**src/rtl/rect_fill_pkg.sv**
```systemverilog
// rtl/rect_fill_pkg.sv - shared types and constants for the rectangle fill engine
//
// Purpose: FSM state encoding, default framebuffer geometry and helpers for
// the 8-bit 0b00RRGGBB pixel format consumed by the VGA scan-out.
// Ports: none (package).
// Optional feature macro used by this design: RECT_FILL_CLIP_EN.

package rect_fill_pkg;

  localparam int DEF_RES_X     = 320;
  localparam int DEF_RES_Y     = 240;
  localparam int DEF_MEM_WIDTH = 8;

  typedef enum logic [1:0] {
    ST_IDLE  = 2'd0,
    ST_SETUP = 2'd1,
    ST_FILL  = 2'd2,
    ST_DONE  = 2'd3
  } state_t;

  function automatic logic [1:0] color_r(input logic [7:0] c);
    return c[5:4];
  endfunction

  function automatic logic [1:0] color_g(input logic [7:0] c);
    return c[3:2];
  endfunction

  function automatic logic [1:0] color_b(input logic [7:0] c);
    return c[1:0];
  endfunction

  function automatic logic [7:0] pack_color(input logic [1:0] r, input logic [1:0] g,
                                            input logic [1:0] b);
    return {2'b00, r, g, b};
  endfunction

endpackage

```
**src/rtl/rect_clip.sv**
```systemverilog
// rtl/rect_clip.sv - maps a rectangle command onto framebuffer bounds
//
// Purpose: combinational bound computation for one fill command.
//   RECT_FILL_CLIP_EN defined  : ends are clamped to the framebuffer, never rejects.
//   RECT_FILL_CLIP_EN undefined: any overhang rejects the whole command.
// Ports:
//   x0, w  in  X_BITS    left column / width
//   y0, h  in  Y_BITS    top row / height
//   x_end  out X_BITS+1  one past the last column written
//   y_end  out Y_BITS+1  one past the last row written
//   empty  out 1         nothing to write
//   reject out 1         command refused (error)

module rect_clip
  import rect_fill_pkg::*;
#(
  parameter int RES_X  = DEF_RES_X,
  parameter int RES_Y  = DEF_RES_Y,
  parameter int X_BITS = $clog2(RES_X),
  parameter int Y_BITS = $clog2(RES_Y)
) (
  input  logic [X_BITS-1:0] x0,
  input  logic [Y_BITS-1:0] y0,
  input  logic [X_BITS-1:0] w,
  input  logic [Y_BITS-1:0] h,
  output logic [X_BITS:0]   x_end,
  output logic [Y_BITS:0]   y_end,
  output logic              empty,
  output logic              reject
);

  localparam logic [X_BITS:0] RES_X_W = (X_BITS+1)'(RES_X);
  localparam logic [Y_BITS:0] RES_Y_W = (Y_BITS+1)'(RES_Y);

  // One extra bit so an overhanging sum cannot wrap back inside the frame.
  logic [X_BITS:0] x_sum;
  logic [Y_BITS:0] y_sum;

  assign x_sum = {1'b0, x0} + {1'b0, w};
  assign y_sum = {1'b0, y0} + {1'b0, h};

  always_comb begin
    x_end  = x_sum;
    y_end  = y_sum;
    empty  = 1'b0;
    reject = 1'b0;
`ifdef RECT_FILL_CLIP_EN
    x_end  = (x_sum > RES_X_W) ? RES_X_W : x_sum;
    y_end  = (y_sum > RES_Y_W) ? RES_Y_W : y_sum;
    empty  = (w == '0) || (h == '0) ||
             ({1'b0, x0} >= RES_X_W) || ({1'b0, y0} >= RES_Y_W);
    reject = 1'b0;
`else
    empty  = (w == '0) || (h == '0);
    reject = (x_sum > RES_X_W) || (y_sum > RES_Y_W);
`endif
  end

endmodule

```
**src/rtl/rect_fill_engine.sv**
```systemverilog
// rtl/rect_fill_engine.sv - rectangle fill engine feeding the framebuffer write port
//
// Purpose: accepts one fill command over a valid/ready handshake and streams
// one pixel write per cycle in row-major order, then pulses done (and err
// when the command was rejected). Optional clipping: RECT_FILL_CLIP_EN.
// Ports:
//   clk, rst            in   clock, asynchronous active-high reset
//   cmd_valid/cmd_ready in/out command handshake
//   cmd_x0/y0/w/h/color in   rectangle and fill value
//   hold                in   write-port stall, freezes the fill
//   busy/done/err       out  status (done and err are one-cycle pulses)
//   mem_addr/din/wen    out  registered framebuffer write port

module rect_fill_engine
  import rect_fill_pkg::*;
#(
  parameter int RES_X      = DEF_RES_X,
  parameter int RES_Y      = DEF_RES_Y,
  parameter int MEM_WIDTH  = DEF_MEM_WIDTH,
  parameter int ADDR_WIDTH = $clog2(RES_X*RES_Y),
  parameter int X_BITS     = $clog2(RES_X),
  parameter int Y_BITS     = $clog2(RES_Y)
) (
  input  logic                  clk,
  input  logic                  rst,
  input  logic                  cmd_valid,
  output logic                  cmd_ready,
  input  logic [X_BITS-1:0]     cmd_x0,
  input  logic [Y_BITS-1:0]     cmd_y0,
  input  logic [X_BITS-1:0]     cmd_w,
  input  logic [Y_BITS-1:0]     cmd_h,
  input  logic [MEM_WIDTH-1:0]  cmd_color,
  input  logic                  hold,
  output logic                  busy,
  output logic                  done,
  output logic                  err,
  output logic [ADDR_WIDTH-1:0] mem_addr,
  output logic [MEM_WIDTH-1:0]  din,
  output logic                  wen
);

  state_t state_q, state_d;

  logic [X_BITS-1:0]     x0_q, x0_d, w_q, w_d, x_q, x_d;
  logic [Y_BITS-1:0]     y0_q, y0_d, h_q, h_d, y_q, y_d;
  logic [MEM_WIDTH-1:0]  color_q, color_d, din_q, din_d;
  logic [ADDR_WIDTH-1:0] row_q, row_d, mem_addr_q, mem_addr_d;
  logic                  last_q, last_d, wen_q, wen_d;
  logic                  done_q, done_d, err_q, err_d;
  logic                  busy_q, busy_d, cmd_ready_q, cmd_ready_d;

  logic [X_BITS:0] x_end;
  logic [Y_BITS:0] y_end;
  logic            clip_empty, clip_reject;
  logic            accept, issue, row_wrap;

  logic [X_BITS-1:0]     cur_x;
  logic [Y_BITS-1:0]     cur_y;
  logic [ADDR_WIDTH-1:0] cur_row;
  logic [X_BITS:0]       x_inc;
  logic [Y_BITS:0]       y_inc;

  rect_clip #(
    .RES_X (RES_X),
    .RES_Y (RES_Y),
    .X_BITS(X_BITS),
    .Y_BITS(Y_BITS)
  ) u_clip (
    .x0    (x0_q),
    .y0    (y0_q),
    .w     (w_q),
    .h     (h_q),
    .x_end (x_end),
    .y_end (y_end),
    .empty (clip_empty),
    .reject(clip_reject)
  );

  assign accept = cmd_valid && cmd_ready_q && (state_q == ST_IDLE);

  // State register
  always_ff @(posedge clk or posedge rst) begin
    if (rst) begin
      state_q <= ST_IDLE;
    end else begin
      state_q <= state_d;
    end
  end

  // Next-state logic. last_q marks that the write now on the port is the
  // final pixel, so DONE lands on the cycle after it regardless of hold.
  always_comb begin
    state_d = state_q;
    case (state_q)
      ST_IDLE:  if (accept) state_d = ST_SETUP;
      ST_SETUP: state_d = (clip_empty || clip_reject) ? ST_DONE : ST_FILL;
      ST_FILL:  if (last_q) state_d = ST_DONE;
      ST_DONE:  state_d = ST_IDLE;
      default:  state_d = ST_IDLE;
    endcase
  end

  // Pixel walker. SETUP issues the first pixel straight from the latched
  // origin (the only multiply); FILL steps the stored position and advances
  // the row base by RES_X on each wrap.
  always_comb begin
    x0_d       = x0_q;
    y0_d       = y0_q;
    w_d        = w_q;
    h_d        = h_q;
    color_d    = color_q;
    x_d        = x_q;
    y_d        = y_q;
    row_d      = row_q;
    last_d     = last_q;
    mem_addr_d = mem_addr_q;
    din_d      = din_q;
    wen_d      = 1'b0;

    if (accept) begin
      x0_d    = cmd_x0;
      y0_d    = cmd_y0;
      w_d     = cmd_w;
      h_d     = cmd_h;
      color_d = cmd_color;
    end

    if (state_q == ST_SETUP) begin
      cur_x   = x0_q;
      cur_y   = y0_q;
      cur_row = ADDR_WIDTH'(y0_q) * ADDR_WIDTH'(RES_X);
      din_d   = color_q;
    end else begin
      cur_x   = x_q;
      cur_y   = y_q;
      cur_row = row_q;
    end

    x_inc    = {1'b0, cur_x} + 1'b1;
    y_inc    = {1'b0, cur_y} + 1'b1;
    row_wrap = (x_inc == x_end);

    issue = ((state_q == ST_SETUP) && (state_d == ST_FILL)) ||
            ((state_q == ST_FILL) && !last_q && !hold);

    if (issue) begin
      wen_d      = 1'b1;
      mem_addr_d = cur_row + ADDR_WIDTH'(cur_x);
      last_d     = row_wrap && (y_inc == y_end);
      if (row_wrap) begin
        x_d   = x0_q;
        y_d   = y_inc[Y_BITS-1:0];
        row_d = cur_row + ADDR_WIDTH'(RES_X);
      end else begin
        x_d   = x_inc[X_BITS-1:0];
        y_d   = cur_y;
        row_d = cur_row;
      end
    end
  end

  // Status outputs, registered from the upcoming state.
  always_comb begin
    done_d      = (state_d == ST_DONE);
    err_d       = (state_q == ST_SETUP) && (state_d == ST_DONE) && clip_reject;
    busy_d      = (state_d != ST_IDLE);
    cmd_ready_d = (state_d == ST_IDLE);
  end

  always_ff @(posedge clk or posedge rst) begin
    if (rst) begin
      x0_q        <= '0;
      y0_q        <= '0;
      w_q         <= '0;
      h_q         <= '0;
      color_q     <= '0;
      x_q         <= '0;
      y_q         <= '0;
      row_q       <= '0;
      last_q      <= 1'b0;
      mem_addr_q  <= '0;
      din_q       <= '0;
      wen_q       <= 1'b0;
      done_q      <= 1'b0;
      err_q       <= 1'b0;
      busy_q      <= 1'b0;
      cmd_ready_q <= 1'b0;
    end else begin
      x0_q        <= x0_d;
      y0_q        <= y0_d;
      w_q         <= w_d;
      h_q         <= h_d;
      color_q     <= color_d;
      x_q         <= x_d;
      y_q         <= y_d;
      row_q       <= row_d;
      last_q      <= last_d;
      mem_addr_q  <= mem_addr_d;
      din_q       <= din_d;
      wen_q       <= wen_d;
      done_q      <= done_d;
      err_q       <= err_d;
      busy_q      <= busy_d;
      cmd_ready_q <= cmd_ready_d;
    end
  end

  assign cmd_ready = cmd_ready_q;
  assign busy      = busy_q;
  assign done      = done_q;
  assign err       = err_q;
  assign mem_addr  = mem_addr_q;
  assign din       = din_q;
  assign wen       = wen_q;

endmodule

```
**config.mk**
```make
export PLATFORM = sky130hd
export DESIGN_NAME = rect_fill_engine
export DESIGN_NICKNAME = d
export VERILOG_FILES = /design/src/rtl/rect_fill_pkg.sv /design/src/rtl/rect_clip.sv /design/src/rtl/rect_fill_engine.sv
export SDC_FILE = /design/constraint.sdc
export NUM_CORES = 1
export LEC_CHECK = 0
export CELL_PAD_IN_SITES_DETAIL_PLACEMENT = 1
export CELL_PAD_IN_SITES_GLOBAL_PLACEMENT = 1
export CORE_MARGIN = 4
export CORE_UTILIZATION = 35
export CTS_BUF_LIST = sky130_fd_sc_hd__clkbuf_8
export CTS_CLUSTER_DIAMETER = 40
export DETAILED_ROUTE_END_ITERATION = 6
export PLACE_DENSITY_LB_ADDON = 0.1
export RECOVER_POWER = 100
export SLEW_MARGIN = 20
export SYNTH_ARGS = -nofsm -noshare
export SYNTH_HDL_FRONTEND = slang
export SYNTH_SLANG_ARGS = --single-unit
export TNS_END_PERCENT = 50
```
**constraint.sdc**
```tcl
create_clock -name clk -period 7.8 [get_ports clk]
set_input_delay 1.56 -clock clk [delete_from_list [all_inputs] [get_ports clk]]
set_output_delay 1.56 -clock clk [all_outputs]
set_load 0.05 [all_outputs]
```
==> results by group, run 1 <==
Timing
  • Tcrit/Tclk final: 72.6%
  • Clock Skew: roughly 0.018 ns
  • Count of final hold-check violations: 0
  • Slew @ Worst Pin: between 2 and 3 ns
  • Slew HR: -95.7%
  • Fin Setup TNS: 0 ns
  • Slew Viols, Final: 111
  • Setup violators final: 0
  • Fmax: ~180 MHz
  • RSZ-0062 raised after global routing: false
  • Minimum clock period: approximately 5.7 ns

Detailed routing
  • Vias per cell: 5.42
  • # DRC: 0
  • Routed WL: 19,600 µm
  • Vias: a little under 6,000
  • Post-DR wirelength/cell: 18.0 µm
  • 1st-pass router iterations: 4
  • Antenna viol nets, final: 0
  • Iteration-0 DRC count of the detailed router: 247

Clock network
  • Root Buffer: clkbuf_8
  • CTS Buffer Depth: 2
  • Clock transition at path regs: roughly 0.11 ns
  • Cts bufs inserted: 9
  • H-tree Lvls: 3
  • Post-CTS Setup Inserts: 0
  • CTS tree: built
  • Hold buffers post-CTS: 0
  • Clock Latency Late Sink: about 0.4 ns
  • Post-CTS Resized: 0
  • CTS sink count: 109

Synthesis
  • Share of the synthesized area in the top cell type: between 30% and 40%
  • Synthesized flop and latch total: around 110
  • Area leader, netlist: dfrtp_1
  • Sequential cell area fraction in the yosys report: between 30% and 40%
  • Netlist Area Pre-Place: about 7400 µm²
  • Mean Syn Cell Area: between 9 and 10 µm²
  • Synth Net Count: 848
  • Synth Warn #: 0
  • Mapped Cells: between 700 and 800
  • Main synth FF type: dfrtp_1
  • EDFF count, synth: 0
  • Cell variety after synth: 80
  • Post-synth ARST share: 100%
  • Top post-synthesis cells by area: dfrtp_1 37%, mux2_2 8.5%, ha_1 7.6%

Run status
  • Violated checks: max-capacitance violations, max-slew violations
  • Status: finished, violations left

Critical path
  • Slowest CP cell: nand3_1
  • Critical Path Fanout Max: 63
  • Critical Path End Type: flip-flop
  • CP Cell Sequence: dlygate4sd3_1 -> nand3_1 -> nand3_1 -> o31ai_1 -> a31oi_4 -> buf_4 -> inv_2 -> and4b_1 -> a2111o_1
  • Arrival time worst endpoint: between 5 and 6 ns
  • Setup CP Type: in2reg
  • Buf+Inv Stages, Crit Path: 3
  • Worst endpoint required time: between 8 and 9 ns
  • Startpoint types: primary input
  • Max incr delay on CP: between 1 and 1.5 ns
  • Crit-path leading delay family: simple AND/OR/NAND/NOR gates
  • Critical Path Most Common Cell: nand3_1

Final layout
  • Nets: between 900 and 1,000
  • Fill cells: between 2,000 and 2,500
  • Final Non-Filler Cells: around 1,100
  • Synthesis-to-layout area growth: 15.8%
  • Commonest non-fill, non-tap cell in the layout: dfrtp_1
  • Layout cells sized above 1: between 10 and 15%
  • Final instance area: roughly 8600 µm²
  • Most frequent cells in the layout: 109 x dfrtp_1, 56 x mux2_2, 56 x nor2_1
  • Ant. Diodes: 0

GRT
  • First-pass GRT wire length: ~34,000 µm
  • GR Util All Layers: roughly 17%
  • Congestion Overflow GR: 0
  • Initial antenna violation count: 0
  • Largest net degree at the start of global routing: 67
  • Vias in the first global route: roughly 6,500

Floorplanning
  • Die area: approximately 24,000 µm²
  • Die W: between 150 and 200 µm
  • Top Ports: 76
  • Die Y: 153 µm
  • Core outline area: ~20,000 µm²
  • Starting Density: between 30% and 40%
  • Site Rows: between 50 and 60

Hold path
  • Tightest Hold Check Type: reg2reg

Run
  • Max cap viols: 2

Placement
  • Post-DP Area: about 8400 µm²
  • Gp weighted congestion: around 0.83
  • Dpl hpwl: 14,500 µm
  • Placed cell count: approximately 1,100
  • Port bufs: 75
==> Yosys cell counts, types with 5 or more instances <==
master    number
o21bai_1       5
o21ai_0       30
a21o_1         8
mux2i_1       19
nand3b_1       6
nand4_1       10
mux2_2        56
nand3_1       18
or3_1          9
nor3_1        15
xnor2_1       34
nand2_1       41
nor2_1        56
dfrtp_1      109
o21a_1         6
a22oi_1        5
and2_1        14
inv_1         39
clkbuf_1      14
nor3b_1        6
ha_1          45
a21oi_1       47
nor4_1         6
buf_2          8
nand2b_1      12
xor2_1        23
a211oi_1       5
o211ai_1       6
nor2b_1       11
==> routing by layer <==
metal | wire length (µm) | track usage [%] | vias to the layer above
li1 | - | - | 2847
met1 | 9250 | 22.6 | 2942
met2 | 9310 | 29.0 | 97
met3 | 829 | 3.70 | 13
met4 | 192 | 4.04 | 0
met5 | 0 | 0 | -
==> flip-flops by register name, indices dropped and copies added (netlist names), 2 cells and up <==
name	count
row_q	17
y0_q	8
din	8
y_q	8
w_q	9
x0_q	9
mem_addr	17
x_q	9
color_q	8
h_q	8
state_q	2
==> worst paths after layout <==
check | start | endpoint | slack, ns | depth (start not counted)
setup / recovery | cmd_valid | row_q[9]$_DFFE_PP0P_ | 2.14 | 9
hold / removal | mem_addr[9]$_DFFE_PP0P_ | mem_addr[9]$_DFFE_PP0P_ | 0.48 | 2
setup reg to reg | x0_q[4]$_DFFE_PP0P_ | row_q[3]$_DFFE_PP0P_ | 3.01 | 12
hold reg to reg | mem_addr[9]$_DFFE_PP0P_ | mem_addr[9]$_DFFE_PP0P_ | 0.48 | 2
max in group asynchronous | rst | row_q[10]$_DFFE_PP0P_ | 3.75 | 3
min in group asynchronous | rst | w_q[4]$_DFFE_PP0P_ | 2.43 | 2
==> cell type report <==
class                      count  area (µm²)  share of cell area (%)
clock buffer                  11         151                    1.77
clock inverter                 5        42.5                   0.496
inverter                      40         151                    1.77
multi-input combinational    574        4370                    51.0
sequential                   109        2730                    31.8
tap                          270         338                    3.94
timing repair buffer          80         788                    9.20
==> metrics by stage <==
step / setup WS, ns / hold slack (ns) / utilization, %
final: 2.14 / 0.481 / 41.8
after global routing: 1.66 / 0.522 / 41.8
after CTS: 2.86 / 0.495 / 41.9
after detailed placement: 2.41 / 0.470 / 40.9
after global placement: 2.56 / 0.465 / 40.9
after floorplan: 3.29 / 0.445 / -
==> cells by family after synthesis <==
kind of cell	share of synthesized area [%]
AO/OA/AOI/OAI	16.8
multiplexers	11.2
buffers and inverters	3.99
AND/OR/NAND/NOR	15.0
XOR/XNOR	7.39
flip-flops	36.9
adder cells (fa/ha/maj)	8.69
==> tightest hold or removal path, cell delays in order (launching register included) <==
cell     delay (ns)
dfrtp_1        0.35
nand2_1        0.04
o21ai_0        0.06
Power of run 1 is left out: the tool's default activity adds up to more than one toggle a clock period on the data nets, which glitch-free logic cannot reach.
==> run 2: changes to the inputs <==
==> constraint.sdc (replaced) <==
create_clock -name clk -period 5.5 [get_ports clk]
set_input_delay 1.1 -clock clk [delete_from_list [all_inputs] [get_ports clk]]
set_output_delay 1.1 -clock clk [all_outputs]
set_load 0.05 [all_outputs]
==> results by group, run 2 (same netlist as run 1, synthesis figures left out) <==
Final layout
  • Layout cells sized above 1: 10.6% (was 11.2%)
  • Most frequent cells in the layout: 109 x dfrtp_1, 57 x nor2_1, 56 x mux2_2 (was 109 x dfrtp_1, 56 x mux2_2, 56 x nor2_1)
  • Ant. Diodes: 0 (unchanged)
  • Nets: 912 (was 909)
  • Final Non-Filler Cells: 1,091 (was 1,089)
  • Multi-input gate area: 4360 µm² (was 4370 µm²)
  • Synthesis-to-layout area growth: 16.2% (was 15.8%)
  • Fill cells: 2,315 (was 2,295)
  • Register area: 2730 µm² (unchanged)
  • Commonest non-fill, non-tap cell in the layout: dfrtp_1 (unchanged)

Placement
  • Dpl hpwl: 14,400 µm (was 14,500 µm)
  • Gp weighted congestion: 0.828 (was 0.829)
  • Port bufs: 75 (unchanged)
  • Placed cell count: 1,076 (was 1,073)

Critical path
  • CP startpoint: state_q[1]$_DFF_PP0_ (was cmd_valid)
  • Worst r2r path cells: 13 (was 12)
  • Critical R2R Launch: state_q[1]$_DFF_PP0_ (was x0_q[4]$_DFFE_PP0P_)
  • Setup CP Type: reg2reg (was in2reg)
  • Arrival time worst endpoint: 5.01 ns (was 5.95 ns)
  • R2R setup slack: 0.75 ns (was 3.01 ns)
  • Startpoint types: flip-flop (was primary input)
  • FF-to-FF End: row_q[9]$_DFFE_PP0P_ (was row_q[3]$_DFFE_PP0P_)
  • Critical Path Fanout Max: 44 (was 63)
  • Critical Path End Type: flip-flop (unchanged)
  • Worst endpoint required time: 5.76 ns (was 8.09 ns)

Detailed routing
  • Post-DR wirelength/cell: 17.7 µm (was 18.0 µm)
  • Vias per cell: 5.34 (was 5.42)
  • Vias: 5,830 (was 5,899)
  • Routed WL: 19,300 µm (was 19,600 µm)
  • Antenna viol nets, final: 0 (unchanged)
  • # DRC: 0 (unchanged)
  • 1st-pass router iterations: 4 (unchanged)
  • Iteration-0 DRC count of the detailed router: 231 (was 247)

Timing
  • Slew Viols, Final: 120 (was 111)
  • Slew @ Worst Pin: 3.07 ns (was 2.92 ns)
  • Fin Setup TNS: 0 ns (unchanged)
  • WHS: 0.468 ns (was 0.481 ns)
  • Fmax: between 200 and 250 MHz
  • Clock Skew: 0.0164 ns (was 0.0175 ns)
  • Slew HR: -105% (was -95.7%)
  • Minimum clock period: between 4 and 5 ns
  • Tcrit/Tclk final: between 80 and 90%
  • Setup violators final: 0 (unchanged)
  • RSZ-0062 raised after global routing: false (unchanged)
  • Count of final hold-check violations: 0 (unchanged)

Floorplanning
  • Top Ports: 76 (unchanged)
  • Starting Density: 36.1% (unchanged)
  • Site Rows: 52 (unchanged)
  • Die Y: 153 µm (unchanged)
  • Die W: 153 µm (unchanged)
  • Core outline area: 20,500 µm² (unchanged)
  • Die area: 23,500 µm² (unchanged)

Clock network
  • Post-CTS Setup Inserts: 0 (unchanged)
  • H-tree Lvls: 3 (unchanged)
  • Hold buffers post-CTS: 0 (unchanged)
  • Cts bufs inserted: 9 (unchanged)
  • Clock Latency Late Sink: 0.39 ns (was 0.41 ns)
  • CTS Buffer Depth: 2 (unchanged)
  • CTS tree: built (unchanged)
  • CTS sink count: 109 (unchanged)
  • Post-CTS Resized: 0 (unchanged)
  • Root Buffer: clkbuf_8 (unchanged)
  • Clock transition at path regs: 0.10 ns (was 0.11 ns)

GRT
  • Initial antenna violation count: 0 (unchanged)
  • Vias in the first global route: 6,378 (was 6,540)
  • GR Util All Layers: 16.8% (was 17.2%)
  • Largest net degree at the start of global routing: 77 (was 67)
  • First-pass GRT wire length: 32,800 µm (was 33,700 µm)
  • Congestion Overflow GR: 0 (unchanged)

Run status
  • Status: finished, violations left (unchanged)
  • Violated checks: max-capacitance violations, max-slew violations (unchanged)

Hold path
  • Hold Path Sink: mem_addr[0]$_DFFE_PP0P_ (was mem_addr[9]$_DFFE_PP0P_)
  • WHS Path Cells: 2 (unchanged)
  • Hold path startpoint: mem_addr[0]$_DFFE_PP0P_ (was mem_addr[9]$_DFFE_PP0P_)
  • Tightest Hold Check Type: reg2reg (unchanged)

Run
  • Max cap viols: 2 (unchanged)
run 2: cell types whose count changed in the layout (fill, tap and decap cells not counted), sizes merged:
cell | previous run | this run
inv | 40 | 41
clkinvlp | 2 | 0
buf | 5 | 4
clkinv | 3 | 1
bufinv | 0 | 2
clkbuf | 11 | 15
run 2: worst max path at each step:
stage                                           to
final                         row_q[9]$_DFFE_PP0P_
after global routing      mem_addr[10]$_DFFE_PP0P_
after CTS                     row_q[9]$_DFFE_PP0P_
after detailed placement      row_q[9]$_DFFE_PP0P_
after global placement        row_q[9]$_DFFE_PP0P_
after floorplan              row_q[10]$_DFFE_PP0P_
run 2: final cells by class:
| class | instances | share of cell area (%) |
|---|---|---|
| clock inverters | 4 | 0.844 |
| clock buffers | 11 | 1.76 |
| multi-input cells | 574 | 50.7 |
| flip-flops and latches | 109 | 31.7 |
| repair buffers | 83 | 9.27 |
| well taps | 270 | 3.93 |
| inverters | 40 | 1.75 |
run 2: critical path: stages (launching register included):
cell and delay, ns:
dfrtp_1 0.40, inv_1 0.10, ha_2 0.47, mux2i_1 0.23
inv_1 0.12, ha_1 0.34, a21boi_0 0.54, xor3_1 0.32
nor4_1 0.43, nand4_1 0.30, buf_4 0.37, nor2_1 0.38
mux2i_1 0.15, a2111o_1 0.44
run 2: through the flow:
stage	utilization (%)	instance area, µm²	setup slack (ns)
floorplan	-	7400	0.993
global placement	41.1	8410	1.22
detailed placement	41.1	8410	0.965
CTS	42.1	8640	0.935
global route	42.0	8600	0.339
finish	42.0	8600	0.747
run 2: routing by layer:
metal	wire (µm)	part of all wire (%)	track usage [%]	up-vias
li1	-	-	-	2855
met1	9440	49	23.2	2870
met2	8850	46	27.4	87
met3	672	3.5	2.74	18
met4	302	1.6	4.75	0
met5	0	0	0	-
Power of run 2 is left out for the same reason.
==> run 3: changes to the inputs <==
--- a/config.mk
+++ b/config.mk
@@ -12,6 +12,7 @@
 export CTS_BUF_LIST = sky130_fd_sc_hd__clkbuf_8
 export CTS_CLUSTER_DIAMETER = 40
 export DETAILED_ROUTE_END_ITERATION = 6
+export HOLD_SLACK_MARGIN = 0.12
 export PLACE_DENSITY_LB_ADDON = 0.1
 export RECOVER_POWER = 100
 export SLEW_MARGIN = 20
==> results of run 3 <==
No change in the layout: final DEF, timing and power equal those of run 2.
Power of run 3 is left out for the same reason.
